## config.mk

```make
export PLATFORM = sky130hd
export DESIGN_NAME = ofc_readout_scheduler
export DESIGN_NICKNAME = d
export VERILOG_FILES = /design/src/rtl/ofc_readout_pkg.sv /design/src/rtl/ofc_skid_fifo.sv /design/src/rtl/ofc_readout_scheduler.sv
export SDC_FILE = /design/constraint.sdc
export NUM_CORES = 1
export LEC_CHECK = 0
export CAP_MARGIN = 25
export CORE_ASPECT_RATIO = 1.75
export CORE_MARGIN = 3
export CORE_UTILIZATION = 65
export CTS_BUF_LIST = sky130_fd_sc_hd__clkbuf_4
export DETAILED_ROUTE_END_ITERATION = 8
export DONT_BUFFER_PORTS = 1
export HOLD_SLACK_MARGIN = 0.02
export PLACE_DENSITY = 0.87
export REMOVE_ABC_BUFFERS = 1
export SLEW_MARGIN = 20
export SYNTH_ARGS = -nofsm -noshare
export SYNTH_HDL_FRONTEND = slang
export SYNTH_SLANG_ARGS = --single-unit
```

## constraint.sdc

```tcl
create_clock -name clk -period 38 [get_ports clk]
set_input_delay 5.7 -clock clk [delete_from_list [all_inputs] [get_ports clk]]
set_output_delay 5.7 -clock clk [all_outputs]
set_load 0.03 [all_outputs]
```

## src/rtl/ofc_readout_pkg.sv

```systemverilog
// Shared types and constants for the OFC readout scheduler and its skid FIFO.
package ofc_readout_pkg;

    localparam int N_INPUT = 16;
    localparam int ADDR_W  = 15;
    localparam int DATA_W  = 16;
    localparam int HPL_W   = 10;
    localparam int CH_W    = 4;

    localparam logic [DATA_W-1:0] SYNC_WORD    = 16'hEB90;
    localparam logic [7:0]        CH_ID_PREFIX = 8'hC0;

    typedef enum logic [2:0] {
        ST_IDLE,
        ST_HDR_SYNC,
        ST_HDR_EVT,
        ST_CH_ID,
        ST_CH_DATA,
        ST_TRAILER,
        ST_DONE
    } state_e;

    // Index of the lowest set bit; 0 when the mask is empty.
    function automatic logic [CH_W-1:0] lowest_set(input logic [N_INPUT-1:0] mask);
        lowest_set = '0;
        for (int i = N_INPUT - 1; i >= 0; i--) begin
            if (mask[i]) lowest_set = CH_W'(i);
        end
    endfunction

endpackage

```

## src/rtl/ofc_skid_fifo.sv

```systemverilog
// Two-entry FIFO that decouples the read/issue pipeline from downstream backpressure.
module ofc_skid_fifo
    import ofc_readout_pkg::*;
#(
    parameter int W = DATA_W + 2
) (
    input  logic         clk,
    input  logic         rst_n,
    input  logic         clr_i,
    input  logic         push_i,
    input  logic [W-1:0] din_i,
    input  logic         pop_i,
    output logic [W-1:0] dout_o,
    output logic         full_o,
    output logic         empty_o,
    output logic [1:0]   count_o
);

    logic [W-1:0] mem_q [2];
    logic         wr_q;
    logic         rd_q;
    logic [1:0]   cnt_q;
    logic [1:0]   cnt_d;

    always_comb begin
        cnt_d = cnt_q;
        if (push_i && !pop_i) begin
            cnt_d = cnt_q + 2'd1;
        end else if (pop_i && !push_i) begin
            cnt_d = cnt_q - 2'd1;
        end
    end

    always_ff @(posedge clk or negedge rst_n) begin
        if (!rst_n) begin
            wr_q  <= 1'b0;
            rd_q  <= 1'b0;
            cnt_q <= 2'd0;
        end else if (clr_i) begin
            wr_q  <= 1'b0;
            rd_q  <= 1'b0;
            cnt_q <= 2'd0;
        end else begin
            if (push_i) wr_q <= ~wr_q;
            if (pop_i)  rd_q <= ~rd_q;
            cnt_q <= cnt_d;
        end
    end

    // Storage carries no reset; validity is tracked by the pointers and count alone.
    always_ff @(posedge clk) begin
        if (push_i) mem_q[wr_q] <= din_i;
    end

    assign dout_o  = mem_q[rd_q];
    assign full_o  = (cnt_q == 2'd2);
    assign empty_o = (cnt_q == 2'd0);
    assign count_o = cnt_q;

endmodule

```

## src/rtl/ofc_readout_scheduler.sv

```systemverilog
// Frames buffered events from 16 sample RAMs into one packetised 16-bit stream
// (sync, event number, per-channel id + samples, XOR trailer) with valid/ready backpressure.
module ofc_readout_scheduler
    import ofc_readout_pkg::*;
(
    input  logic                clk,
    input  logic                rst_n,
    input  logic                live_rising,
    input  logic [HPL_W-1:0]    HALF_PACKAGE_LENGTH,
    input  logic [ADDR_W-1:0]   MEMORY_DEPTH,
    input  logic [N_INPUT-1:0]  input_ena,
    input  logic [15:0]         n_write,
    output logic                ram_ren,
    output logic [ADDR_W-1:0]   ram_raddr,
    output logic [CH_W-1:0]     ram_sel,
    input  logic [DATA_W-1:0]   ram_rdata,
    output logic [DATA_W-1:0]   tx_data,
    output logic                tx_valid,
    input  logic                tx_ready,
    output logic                tx_sop,
    output logic                tx_eop,
    output logic [15:0]         n_read,
    output logic                busy
);

    state_e              state_q, state_d;
    logic [N_INPUT-1:0]  ena_q, ena_d;
    logic [N_INPUT-1:0]  pend_q, pend_d;
    logic [CH_W-1:0]     chan_q, chan_d;
    logic [HPL_W-1:0]    hpl_q, hpl_d;
    logic [ADDR_W-1:0]   depth_q, depth_d;
    logic [ADDR_W-1:0]   base_q, base_d;
    logic [ADDR_W-1:0]   addr_q, addr_d;
    logic [HPL_W-1:0]    idx_q, idx_d;
    logic [15:0]         nread_q, nread_d;
    logic [DATA_W-1:0]   csum_q, csum_d;
    logic                trl_sent_q, trl_sent_d;

    // One-deep issue stage: models the RAM read latency for every word type.
    logic                infl_vld_q;
    logic                infl_ram_q;
    logic                infl_trl_q;
    logic                infl_sop_q;
    logic                infl_eop_q;
    logic [DATA_W-1:0]   infl_word_q;
    logic [CH_W-1:0]     infl_sel_q;

    logic                issue, iss_ram, iss_trl, iss_sop, iss_eop;
    logic [DATA_W-1:0]   iss_word;
    logic                leave_ch;

    logic [1:0]          fifo_count;
    logic                fifo_full, fifo_empty;
    logic [DATA_W+1:0]   fifo_dout;
    logic                pop, push, can_issue;
    logic [DATA_W-1:0]   push_data;

    logic [CH_W-1:0]     first_ch, next_ch;
    logic [15:0]         base_sum;
    logic [ADDR_W-1:0]   base_wrap;
    logic [ADDR_W-1:0]   addr_inc;

    assign pop  = !fifo_empty && tx_ready;
    assign push = infl_vld_q;

    // A slot is free if buffer + in-flight leaves room, or a pop frees one this cycle
    // while the buffer is not already full.
    assign can_issue = (({1'b0, fifo_count} + {2'b00, infl_vld_q}) < 3'd2) || (pop && !fifo_full);

    // Trailer value is resolved on push so it includes the RAM word pushed just before it.
    assign push_data = infl_ram_q ? ram_rdata : (infl_trl_q ? csum_q : infl_word_q);

    assign first_ch  = lowest_set(input_ena);
    assign next_ch   = lowest_set(pend_q);
    assign base_sum  = {1'b0, base_q} + {6'd0, hpl_q};
    assign base_wrap = (depth_q == '0) ? '0 : ADDR_W'(base_sum % {1'b0, depth_q});
    assign addr_inc  = (addr_q == depth_q - 15'd1) ? '0 : addr_q + 15'd1;

    always_comb begin
        state_d    = state_q;
        ena_d      = ena_q;
        pend_d     = pend_q;
        chan_d     = chan_q;
        hpl_d      = hpl_q;
        depth_d    = depth_q;
        base_d     = base_q;
        addr_d     = addr_q;
        idx_d      = idx_q;
        nread_d    = nread_q;
        csum_d     = csum_q;
        trl_sent_d = trl_sent_q;
        issue      = 1'b0;
        iss_ram    = 1'b0;
        iss_trl    = 1'b0;
        iss_sop    = 1'b0;
        iss_eop    = 1'b0;
        iss_word   = '0;
        leave_ch   = 1'b0;

        if (push && !infl_trl_q) csum_d = csum_q ^ push_data;

        unique case (state_q)
            ST_IDLE: begin
                if (n_write > nread_q) begin
                    ena_d      = input_ena;
                    chan_d     = first_ch;
                    pend_d     = input_ena & ~(16'd1 << first_ch);
                    hpl_d      = HALF_PACKAGE_LENGTH;
                    depth_d    = MEMORY_DEPTH;
                    csum_d     = '0;
                    trl_sent_d = 1'b0;
                    state_d    = ST_HDR_SYNC;
                end
            end
            ST_HDR_SYNC: begin
                if (can_issue) begin
                    issue    = 1'b1;
                    iss_word = SYNC_WORD;
                    iss_sop  = 1'b1;
                    state_d  = ST_HDR_EVT;
                end
            end
            ST_HDR_EVT: begin
                if (can_issue) begin
                    issue    = 1'b1;
                    iss_word = nread_q;
                    state_d  = (|ena_q) ? ST_CH_ID : ST_TRAILER;
                end
            end
            ST_CH_ID: begin
                if (can_issue) begin
                    issue    = 1'b1;
                    iss_word = {CH_ID_PREFIX, 4'h0, chan_q};
                    addr_d   = base_q;
                    idx_d    = '0;
                    if (hpl_q != '0) state_d = ST_CH_DATA;
                    else             leave_ch = 1'b1;
                end
            end
            ST_CH_DATA: begin
                if (can_issue) begin
                    issue   = 1'b1;
                    iss_ram = 1'b1;
                    addr_d  = addr_inc;
                    idx_d   = idx_q + 10'd1;
                    if (idx_q == hpl_q - 10'd1) leave_ch = 1'b1;
                end
            end
            ST_TRAILER: begin
                if (!trl_sent_q && can_issue) begin
                    issue      = 1'b1;
                    iss_trl    = 1'b1;
                    iss_eop    = 1'b1;
                    trl_sent_d = 1'b1;
                end
                if (pop && fifo_dout[DATA_W]) state_d = ST_DONE;
            end
            ST_DONE: begin
                nread_d = nread_q + 16'd1;
                base_d  = base_wrap;
                state_d = ST_IDLE;
            end
            default: state_d = ST_IDLE;
        endcase

        // Disabled inputs are skipped by jumping straight to the next pending channel.
        if (leave_ch) begin
            if (|pend_q) begin
                chan_d  = next_ch;
                pend_d  = pend_q & ~(16'd1 << next_ch);
                state_d = ST_CH_ID;
            end else begin
                state_d = ST_TRAILER;
            end
        end
    end

    always_ff @(posedge clk or negedge rst_n) begin
        if (!rst_n) begin
            state_q    <= ST_IDLE;
            ena_q      <= '0;
            pend_q     <= '0;
            chan_q     <= '0;
            hpl_q      <= '0;
            depth_q    <= '0;
            base_q     <= '0;
            addr_q     <= '0;
            idx_q      <= '0;
            nread_q    <= '0;
            csum_q     <= '0;
            trl_sent_q <= 1'b0;
            infl_vld_q <= 1'b0;
        end else if (live_rising) begin
            state_q    <= ST_IDLE;
            ena_q      <= '0;
            pend_q     <= '0;
            chan_q     <= '0;
            hpl_q      <= '0;
            depth_q    <= '0;
            base_q     <= '0;
            addr_q     <= '0;
            idx_q      <= '0;
            nread_q    <= '0;
            csum_q     <= '0;
            trl_sent_q <= 1'b0;
            infl_vld_q <= 1'b0;
        end else begin
            state_q    <= state_d;
            ena_q      <= ena_d;
            pend_q     <= pend_d;
            chan_q     <= chan_d;
            hpl_q      <= hpl_d;
            depth_q    <= depth_d;
            base_q     <= base_d;
            addr_q     <= addr_d;
            idx_q      <= idx_d;
            nread_q    <= nread_d;
            csum_q     <= csum_d;
            trl_sent_q <= trl_sent_d;
            infl_vld_q <= issue;
        end
    end

    always_ff @(posedge clk) begin
        if (issue) begin
            infl_word_q <= iss_word;
            infl_ram_q  <= iss_ram;
            infl_trl_q  <= iss_trl;
            infl_sop_q  <= iss_sop;
            infl_eop_q  <= iss_eop;
            infl_sel_q  <= chan_q;
        end
    end

    ofc_skid_fifo #(.W(DATA_W + 2)) u_fifo (
        .clk     (clk),
        .rst_n   (rst_n),
        .clr_i   (live_rising),
        .push_i  (push),
        .din_i   ({infl_sop_q, infl_eop_q, push_data}),
        .pop_i   (pop),
        .dout_o  (fifo_dout),
        .full_o  (fifo_full),
        .empty_o (fifo_empty),
        .count_o (fifo_count)
    );

    // Hold the select of the outstanding read through its data cycle.
    assign ram_sel   = (infl_vld_q && infl_ram_q) ? infl_sel_q : chan_q;
    assign ram_ren   = issue && iss_ram;
    assign ram_raddr = addr_q;
    assign tx_valid  = !fifo_empty;
    assign tx_data   = fifo_empty ? '0 : fifo_dout[DATA_W-1:0];
    assign tx_sop    = !fifo_empty && fifo_dout[DATA_W+1];
    assign tx_eop    = !fifo_empty && fifo_dout[DATA_W];
    assign n_read    = nread_q;
    assign busy      = (state_q != ST_IDLE) && (state_q != ST_DONE);

endmodule
```

; ---- Word-level counts from Yosys, hierarchy flattened
; Memory sizes are Yosys's and may differ from the RTL's.
; Index checks and enable logic that the tools add are counted.
; Widths: inputs -> output; s select.
[totals]
out_inout_bits = 56
ff_bits = 165
ramBits = 36
elab_cells = 214
memories = 1
input_bits = 77
[memory_table]
columns = memory, words, word_bits, read_ports, rd_clocked_by_memory_dff, write_ports, line_no
row1 = u_fifo.mem_q, 2, 18, 1, 0, 1, ofc_skid_fifo.sv:19  ; logic [W-1:0] mem_q [2];
[op_classes]
shifts = 2
magnitude_cmp = 2
bitwise = 7
muxes = 111
div = 1
n_reduce_logical = 39
n_eq_ne = 21
n_addsub = 9
[op_table]
columns = operator, n
row1 = $mux 16, 20
row2 = $mux 4, 38
row3 = $mux 15, 10
row4 = $mux 10, 6
row5 = $pmux 16 s3, 1
row6 = $and 16x16->16, 2
row7 = $not 16->16, 2
row8 = $reduce_or 16->1, 2
row9 = $shl 1x4->16 const A, 2
row10 = $mux 3, 10
row11 = $pmux 15 s2, 1
row12 = $ne 4x4->1 const B, 6
row13 = $pmux 10 s2, 1
row14 = $ne 3x3->1 const B, 6
row15 = $pmux 3 s6, 1
row16 = $mux 1, 17
row17 = $add 15x10->16, 1
row18 = $add 16x1->16 const B, 1
row19 = $gt 16x16->1, 1
row20 = $mod 16x15->16, 1
row21 = $xor 16x16->16, 1
row22 = $add 15x1->15 const B, 1
row23 = $eq 15x15->1, 1
row24 = $logic_not 15->1, 1
row25 = 27 further kinds, 59

; ---- Logic depth before layout (Yosys ltp)
[logic_depth]
word_depth = 24
depth_mapped = 138
mapped_depth_nobuf = 126

; ---- Cells and area by module
; A second synthesis with hierarchy kept.
[hier_totals]
hier_cells = 2380
area_unflattened_um2 = 19203.4
[by_module_without_submodules]
columns = mod, area_per_inst_um2, seq_area_each_um2, cells_each, n_inst
row1 = ofc_readout_scheduler, 17699.5, 4144.0, 2304, 1
row2 = ofc_skid_fifo, 1503.9, 1181.1, 76, 1

; ---- Worst setup path before layout
; No wires, ideal clock.
[synth_path]
path_type = reg2reg
startpoint = register hpl_q[0]
endpoint = register base_q[5]
period_less_slack_ns = 28.367
arrival_time_ns = 28.280
path_slack_ns = 9.633
setup_time_ns = 0.087
n_path_buf = 12
stages_incl_launch_ff = 127
t_required_ns = 37.913
cell_sequence = dfrtp_1 -> ha_1 -> fa_1 -> a21oi_1 -> nor3_1 -> o311a_1 -> nor3_1 -> inv_1 -> ha_1 -> o21ai_0 -> nand2_1 -> or3_1 -> nand2_1 -> ha_1 -> a21oi_1 -> nand2_1 -> mux2_2 -> nand2_1 -> [91 not listed] -> o311a_1 -> o2111ai_1 -> a31o_2 -> a31oi_1 -> clkbuf_1 -> mux2_2 -> ha_1 -> a21o_1 -> a21o_1 -> a221o_1 -> a221o_1 -> a21oi_1 -> o21bai_1 -> a21bo_2 -> clkbuf_1 -> nor2_1 -> nand2_1 -> o211ai_1
[synth_via]
elab_chain_cells = 5
[synth_rtl]
columns = item, line_no
row1 = from (decl), ofc_readout_scheduler.sv:30  ; logic [HPL_W-1:0] hpl_q, hpl_d;
row2 = from (signal assigned), ofc_readout_scheduler.sv:212  ; hpl_q <= hpl_d;
row3 = $add 15x10->16, ofc_readout_scheduler.sv:75  ; assign base_sum = {1'b0, base_q} + {6'd0, hpl_q};
row4 = $mod 16x15->16, ofc_readout_scheduler.sv:76  ; assign base_wrap = (depth_q == '0) ? '0 : ADDR_W'(base_sum % {1'b0, depth_q});
row5 = $mux 15, ofc_readout_scheduler.sv:76
row6 = $mux 15, ofc_readout_scheduler.sv:102  ; unique case (state_q)
row7 = $mux 15, ofc_readout_scheduler.sv:193  ; end else if (live_rising) begin
row8 = to (signal assigned), ofc_readout_scheduler.sv:214  ; base_q <= base_d;
row9 = to (decl), ofc_readout_scheduler.sv:32  ; logic [ADDR_W-1:0] base_q, base_d;
; No other way between the ends. The select of a mux whose other input is x is not followed.
; A chain may end at the register's enable or synchronous reset.

; ---- Worst setup path in the final report
[layout_path]
startpoint = register hpl_q[2]
endpoint = register base_q[5]
; The elaborated chain is that of the path after synthesis.

==> results.md <==
Outcome:
- The flow ran to the end, and the final reports show no timing, DRC or antenna violations.

Timing:
- The sum of negative setup slack is 0 ns.
- The normalized max-slew margin is 31.6%.
- In the finished design, the share of the clock period the worst path needs comes to 87.6%.
- The total count of max-transition violations in the final report is 0.
- Setup repair after global routing left no endpoint under its margin.
- After layout, the minimum clock period comes to 33.29 ns.
- The final hold violation count is 0.
- The count of endpoints failing setup in the final report is 0.
- Hold timing on the final database bottoms out at a slack of 0.481 ns.
- Clock skew on the completed layout was measured at 0.0395 ns.
- At the pin with the least slew margin, the transition time is 1.03 ns.
- Derived from the worst setup path, the maximum achievable clock frequency is 0.0300 GHz.

Setup path:
- The cell depth of the worst setup path is 117.
- The worst register-to-register path begins at hpl_q[2]$_DFFE_PN0P_.
- The arrival time of the worst setup path is 33.83 ns.
- Measured in cells, the most critical reg-to-reg path has a length of 117.
- The cell occurring most often along the worst timing path is sky130_fd_sc_hd__ha_1.
- Along the worst path, the maximum fanout reaches 21.
- The worst register-to-register path has a setup slack of 4.71 ns.
- At the worst endpoint, the required time is 38.55 ns.
- The largest individual stage delay along the critical path comes from the cell sky130_fd_sc_hd__o41ai_1.
- The worst setup path is launched from a flop.
- The endpoint of the lowest-slack register-to-register path is base_q[5]$_DFFE_PN0P_.
- The buffering stage count on the worst path with inverters included is 3.
- The worst setup path is captured at a flop.
- By startpoint and endpoint, the worst setup path is classified as reg -> reg.
- The dominant delay contributor by cell family on the critical path is compound AO/OA/AOI/OAI gates.
- The delay of the slowest cell on the worst path is 0.84 ns.

Worst hold path:
- In this run the worst hold path is classified as reg -> reg.
- The worst hold endpoint is u_fifo.mem_q[0][17]$_DFFE_PP_.
- The worst hold path startpoint is infl_sop_q$_SDFFCE_PP0P_.
- The worst hold path passes through 0 cells.

Logic synthesis:
- The number of warning messages in the yosys log is 0.
- In this run the cell area of the synthesized design comes to 19100 um2.
- The number of synthesized register bits is 201.
- In this run, distinct cell masters in the synthesized netlist total 83.
- In the synthesized netlist the async set-or-reset flop fraction comes to 70.6%.
- The gate count after technology mapping is 2363.
- The post-synthesis average cell area is 8.08 um2.
- Of the synthesized area, sequential elements account for 27.9%.
- The number of enable-type register cells in the synthesized netlist is 59.
- The most frequently used flop master after synthesis is sky130_fd_sc_hd__dfrtp_1.

Clock tree:
- The CTS clock-pin slew for the worst setup and hold paths is 0.08 ns.
- In this run the number of H-tree levels came out at 2.
- Post-CTS timing repair inserted 0 buffers for setup.
- The post-cts resize count is 0.
- For this design, the CTS-stage hold fixing added 0 buffers.
- At the later pin of the worst-skew pair, clock insertion delay measures 0.66 ns.
- TritonCTS built the clock tree.
- The tree is rooted in a sky130_fd_sc_hd__clkbuf_4.
- Counting every sink on the clock net gives 201.
- Clock tree synthesis inserted a total of 41 buffers.
- The number of buffers between clock root and the deepest sink is 3.

Die:
- The die area is 31600 um2.
- The die height is 233 um.
- The total core area is 28800 um2.
- In this run the count of I/O pins placed on the die edge is 133.
- The effective utilization at floorplan is 66.2%.
- The die is 136 um wide.
- In this run the core area contains 82 standard-cell rows.

Cells and area:
- The total of fill cells in the finished design is 2368.
- The final instance count without filler cells is 2737.
- The combined flip-flop and latch cell area is 5330 um2.
- The area of all placed cells without fillers is 19900 um2.
- Of the cells placed in the final design, the portion with a size suffix greater than 1 is 6.06%.
- The total number of nets in the final design is 2574.
- The multi-input combinational cells in the finished layout cover a total of 13100 um2.
- The growth of design area from synthesis to finish is 4.10%.

Placement:
- The number of cells after detailed placement is 2660.
- The number of input and output port buffers inserted is 0.
- The final weighted congestion of routability-driven global placement is 1.09.
- The standard cell area after detailed placement is 19300 um2.
- Once detailed placement completed, the half-perimeter wirelength came to 46900 um.

Routing:
- After detailed routing, the number of vias per cell comes to 6.90.
- The wire length after detailed routing is 61200 um.
- The via total after detailed routing is 18.9k.
- The iteration-0 DRC count of the detailed router is 1278.
- The number of detailed-route iterations in the first pass is 6.
- The routed wirelength normalized by instance count is 22.4 um.
- The post-route DRC violation count is 0.
- In this run the remaining antenna-violating nets after routing total 0.

Global routing:
- The first global-routing pass estimated 95300 um of wire.
- Global routing used 37.9% of the available tracks.
- The remaining global-route overflow is 0.
- Entering global routing, the biggest net connects 143 pins.
- The number of antenna violations at the first check in global routing was 2.
- The via count of the first global-routing pass is 19.0k.

Run:
- The max capacitance violation total is 0.
[cell usage after synthesis, types with 21 or more instances]
library cell | number | area [um2]
sky130_fd_sc_hd__nand2_1 | 290 | 1090
sky130_fd_sc_hd__nor2_1 | 213 | 800
sky130_fd_sc_hd__a21oi_1 | 180 | 901
sky130_fd_sc_hd__ha_1 | 169 | 2110
sky130_fd_sc_hd__dfrtp_1 | 142 | 3550
sky130_fd_sc_hd__o21ai_0 | 135 | 676
sky130_fd_sc_hd__xnor2_1 | 90 | 788
sky130_fd_sc_hd__inv_1 | 86 | 323
sky130_fd_sc_hd__clkbuf_1 | 82 | 308
sky130_fd_sc_hd__nand3_1 | 78 | 390
sky130_fd_sc_hd__nor3_1 | 76 | 380
sky130_fd_sc_hd__a21o_1 | 61 | 458
sky130_fd_sc_hd__xor2_1 | 60 | 526
sky130_fd_sc_hd__edfxtp_1 | 59 | 1770
sky130_fd_sc_hd__mux2i_1 | 52 | 521
sky130_fd_sc_hd__o21a_1 | 48 | 360
sky130_fd_sc_hd__or3_1 | 32 | 200
sky130_fd_sc_hd__nand4_1 | 29 | 181
sky130_fd_sc_hd__and3_1 | 28 | 175
sky130_fd_sc_hd__o211ai_1 | 28 | 210
sky130_fd_sc_hd__nor4_1 | 27 | 169
sky130_fd_sc_hd__a211oi_1 | 22 | 165
sky130_fd_sc_hd__mux2_2 | 21 | 236
sky130_fd_sc_hd__o31ai_1 | 21 | 158
[placed cells by master (no fill, tap or decap), types with 20 or more instances in the layout]
cell type | Yosys | routed
sky130_fd_sc_hd__nor2_1 | 213 | 213
sky130_fd_sc_hd__inv_1 | 86 | 86
sky130_fd_sc_hd__dfrtp_1 | 142 | 142
sky130_fd_sc_hd__xnor2_1 | 90 | 90
sky130_fd_sc_hd__ha_1 | 169 | 169
sky130_fd_sc_hd__a21oi_1 | 180 | 180
sky130_fd_sc_hd__nand4_1 | 29 | 29
sky130_fd_sc_hd__o31ai_1 | 21 | 20
sky130_fd_sc_hd__edfxtp_1 | 59 | 59
sky130_fd_sc_hd__nor4_1 | 27 | 27
sky130_fd_sc_hd__or3_1 | 32 | 32
sky130_fd_sc_hd__nand2b_1 | 20 | 20
sky130_fd_sc_hd__xor2_1 | 60 | 60
sky130_fd_sc_hd__nor2b_1 | 20 | 20
sky130_fd_sc_hd__o21a_1 | 48 | 48
sky130_fd_sc_hd__nand3_1 | 78 | 78
sky130_fd_sc_hd__o211ai_1 | 28 | 28
sky130_fd_sc_hd__clkbuf_4 | 0 | 54
sky130_fd_sc_hd__a21o_1 | 61 | 61
sky130_fd_sc_hd__and3_1 | 28 | 28
sky130_fd_sc_hd__a211oi_1 | 22 | 21
sky130_fd_sc_hd__o21ai_0 | 135 | 135
sky130_fd_sc_hd__mux2i_1 | 52 | 52
sky130_fd_sc_hd__nor3_1 | 76 | 75
sky130_fd_sc_hd__nand2_1 | 290 | 290
sky130_fd_sc_hd__mux2_2 | 21 | 21
[routing by layer]
| layer | up-vias | share of wire (%) | routed length [um] | GRT usage (%) |
|---|---|---|---|---|
| li1 | 8660 | - | - | - |
| met1 | 8864 | 33 | 20100 | 37.1 |
| met2 | 974 | 50 | 30700 | 68.6 |
| met3 | 372 | 7.2 | 4420 | 7.03 |
| met4 | 2 | 9.7 | 5960 | 30.1 |
| met5 | - | 0.013 | 8 | 0 |
[worst max path at each step]
stage	from	endpoint	slack [ns]
after floorplan	hpl_q[0]$_DFFE_PN0P_	base_q[9]$_DFFE_PN0P_	8.25
after global placement	hpl_q[2]$_DFFE_PN0P_	base_q[9]$_DFFE_PN0P_	6.38
after detailed placement	hpl_q[2]$_DFFE_PN0P_	base_q[5]$_DFFE_PN0P_	5.62
after CTS	hpl_q[2]$_DFFE_PN0P_	base_q[5]$_DFFE_PN0P_	5.54
after global routing	hpl_q[0]$_DFFE_PN0P_	base_q[5]$_DFFE_PN0P_	2.31
final	hpl_q[2]$_DFFE_PN0P_	base_q[5]$_DFFE_PN0P_	4.71
[stage by stage]
| stage | setup slack (ns) | util, % |
|---|---|---|
| 2_1_floorplan | 8.25 | - |
| 3_3_place_gp | 6.38 | 67.0 |
| 3_5_place_dp | 5.62 | 67.1 |
| 4_1_cts | 5.54 | 68.9 |
| 5_1_grt | 2.31 | 69.0 |
| 6_report | 4.71 | 69.0 |
[sequential cells by signal, summed over array words and instances (netlist names)]
name	flops
depth_q	15
infl_word_q	16
idx_q	10
infl_sop_q	1
chan_q	4
u_fifo.mem_q	36
trl_sent_q	1
infl_sel_q	4
infl_eop_q	1
hpl_q	10
csum_q	16
u_fifo.rd_q	1
infl_vld_q	1
state_q	3
pend_q	16
ram_raddr	15
infl_ram_q	1
base_q	15
n_read	16
ena_q	16
u_fifo.count_o	2
u_fifo.wr_q	1
[cells by family after synthesis]
logic type      count (synthesis)  synth area share [%]
compound gates                681                  23.5
xor+xnor                      150                  6.88
fa+ha+maj                     171                  11.3
buf+inv                       185                  3.77
flops                         201                  27.9
mux                            73                  3.96
simple gates                  902                  22.7
[cell type report]
class | instances | area share, %
multi-input cells | 1977 | 65.8
flip-flops and latches | 201 | 26.8
well taps | 378 | 2.38
clock buffers | 54 | 2.04
inverters | 86 | 1.62
repair buffers | 19 | 0.780
clock inverters | 21 | 0.573
diodes | 1 | 0.0126
Power is left out: the tool's default activity adds up to more than one toggle a clock period on the data nets, which glitch-free logic cannot reach.
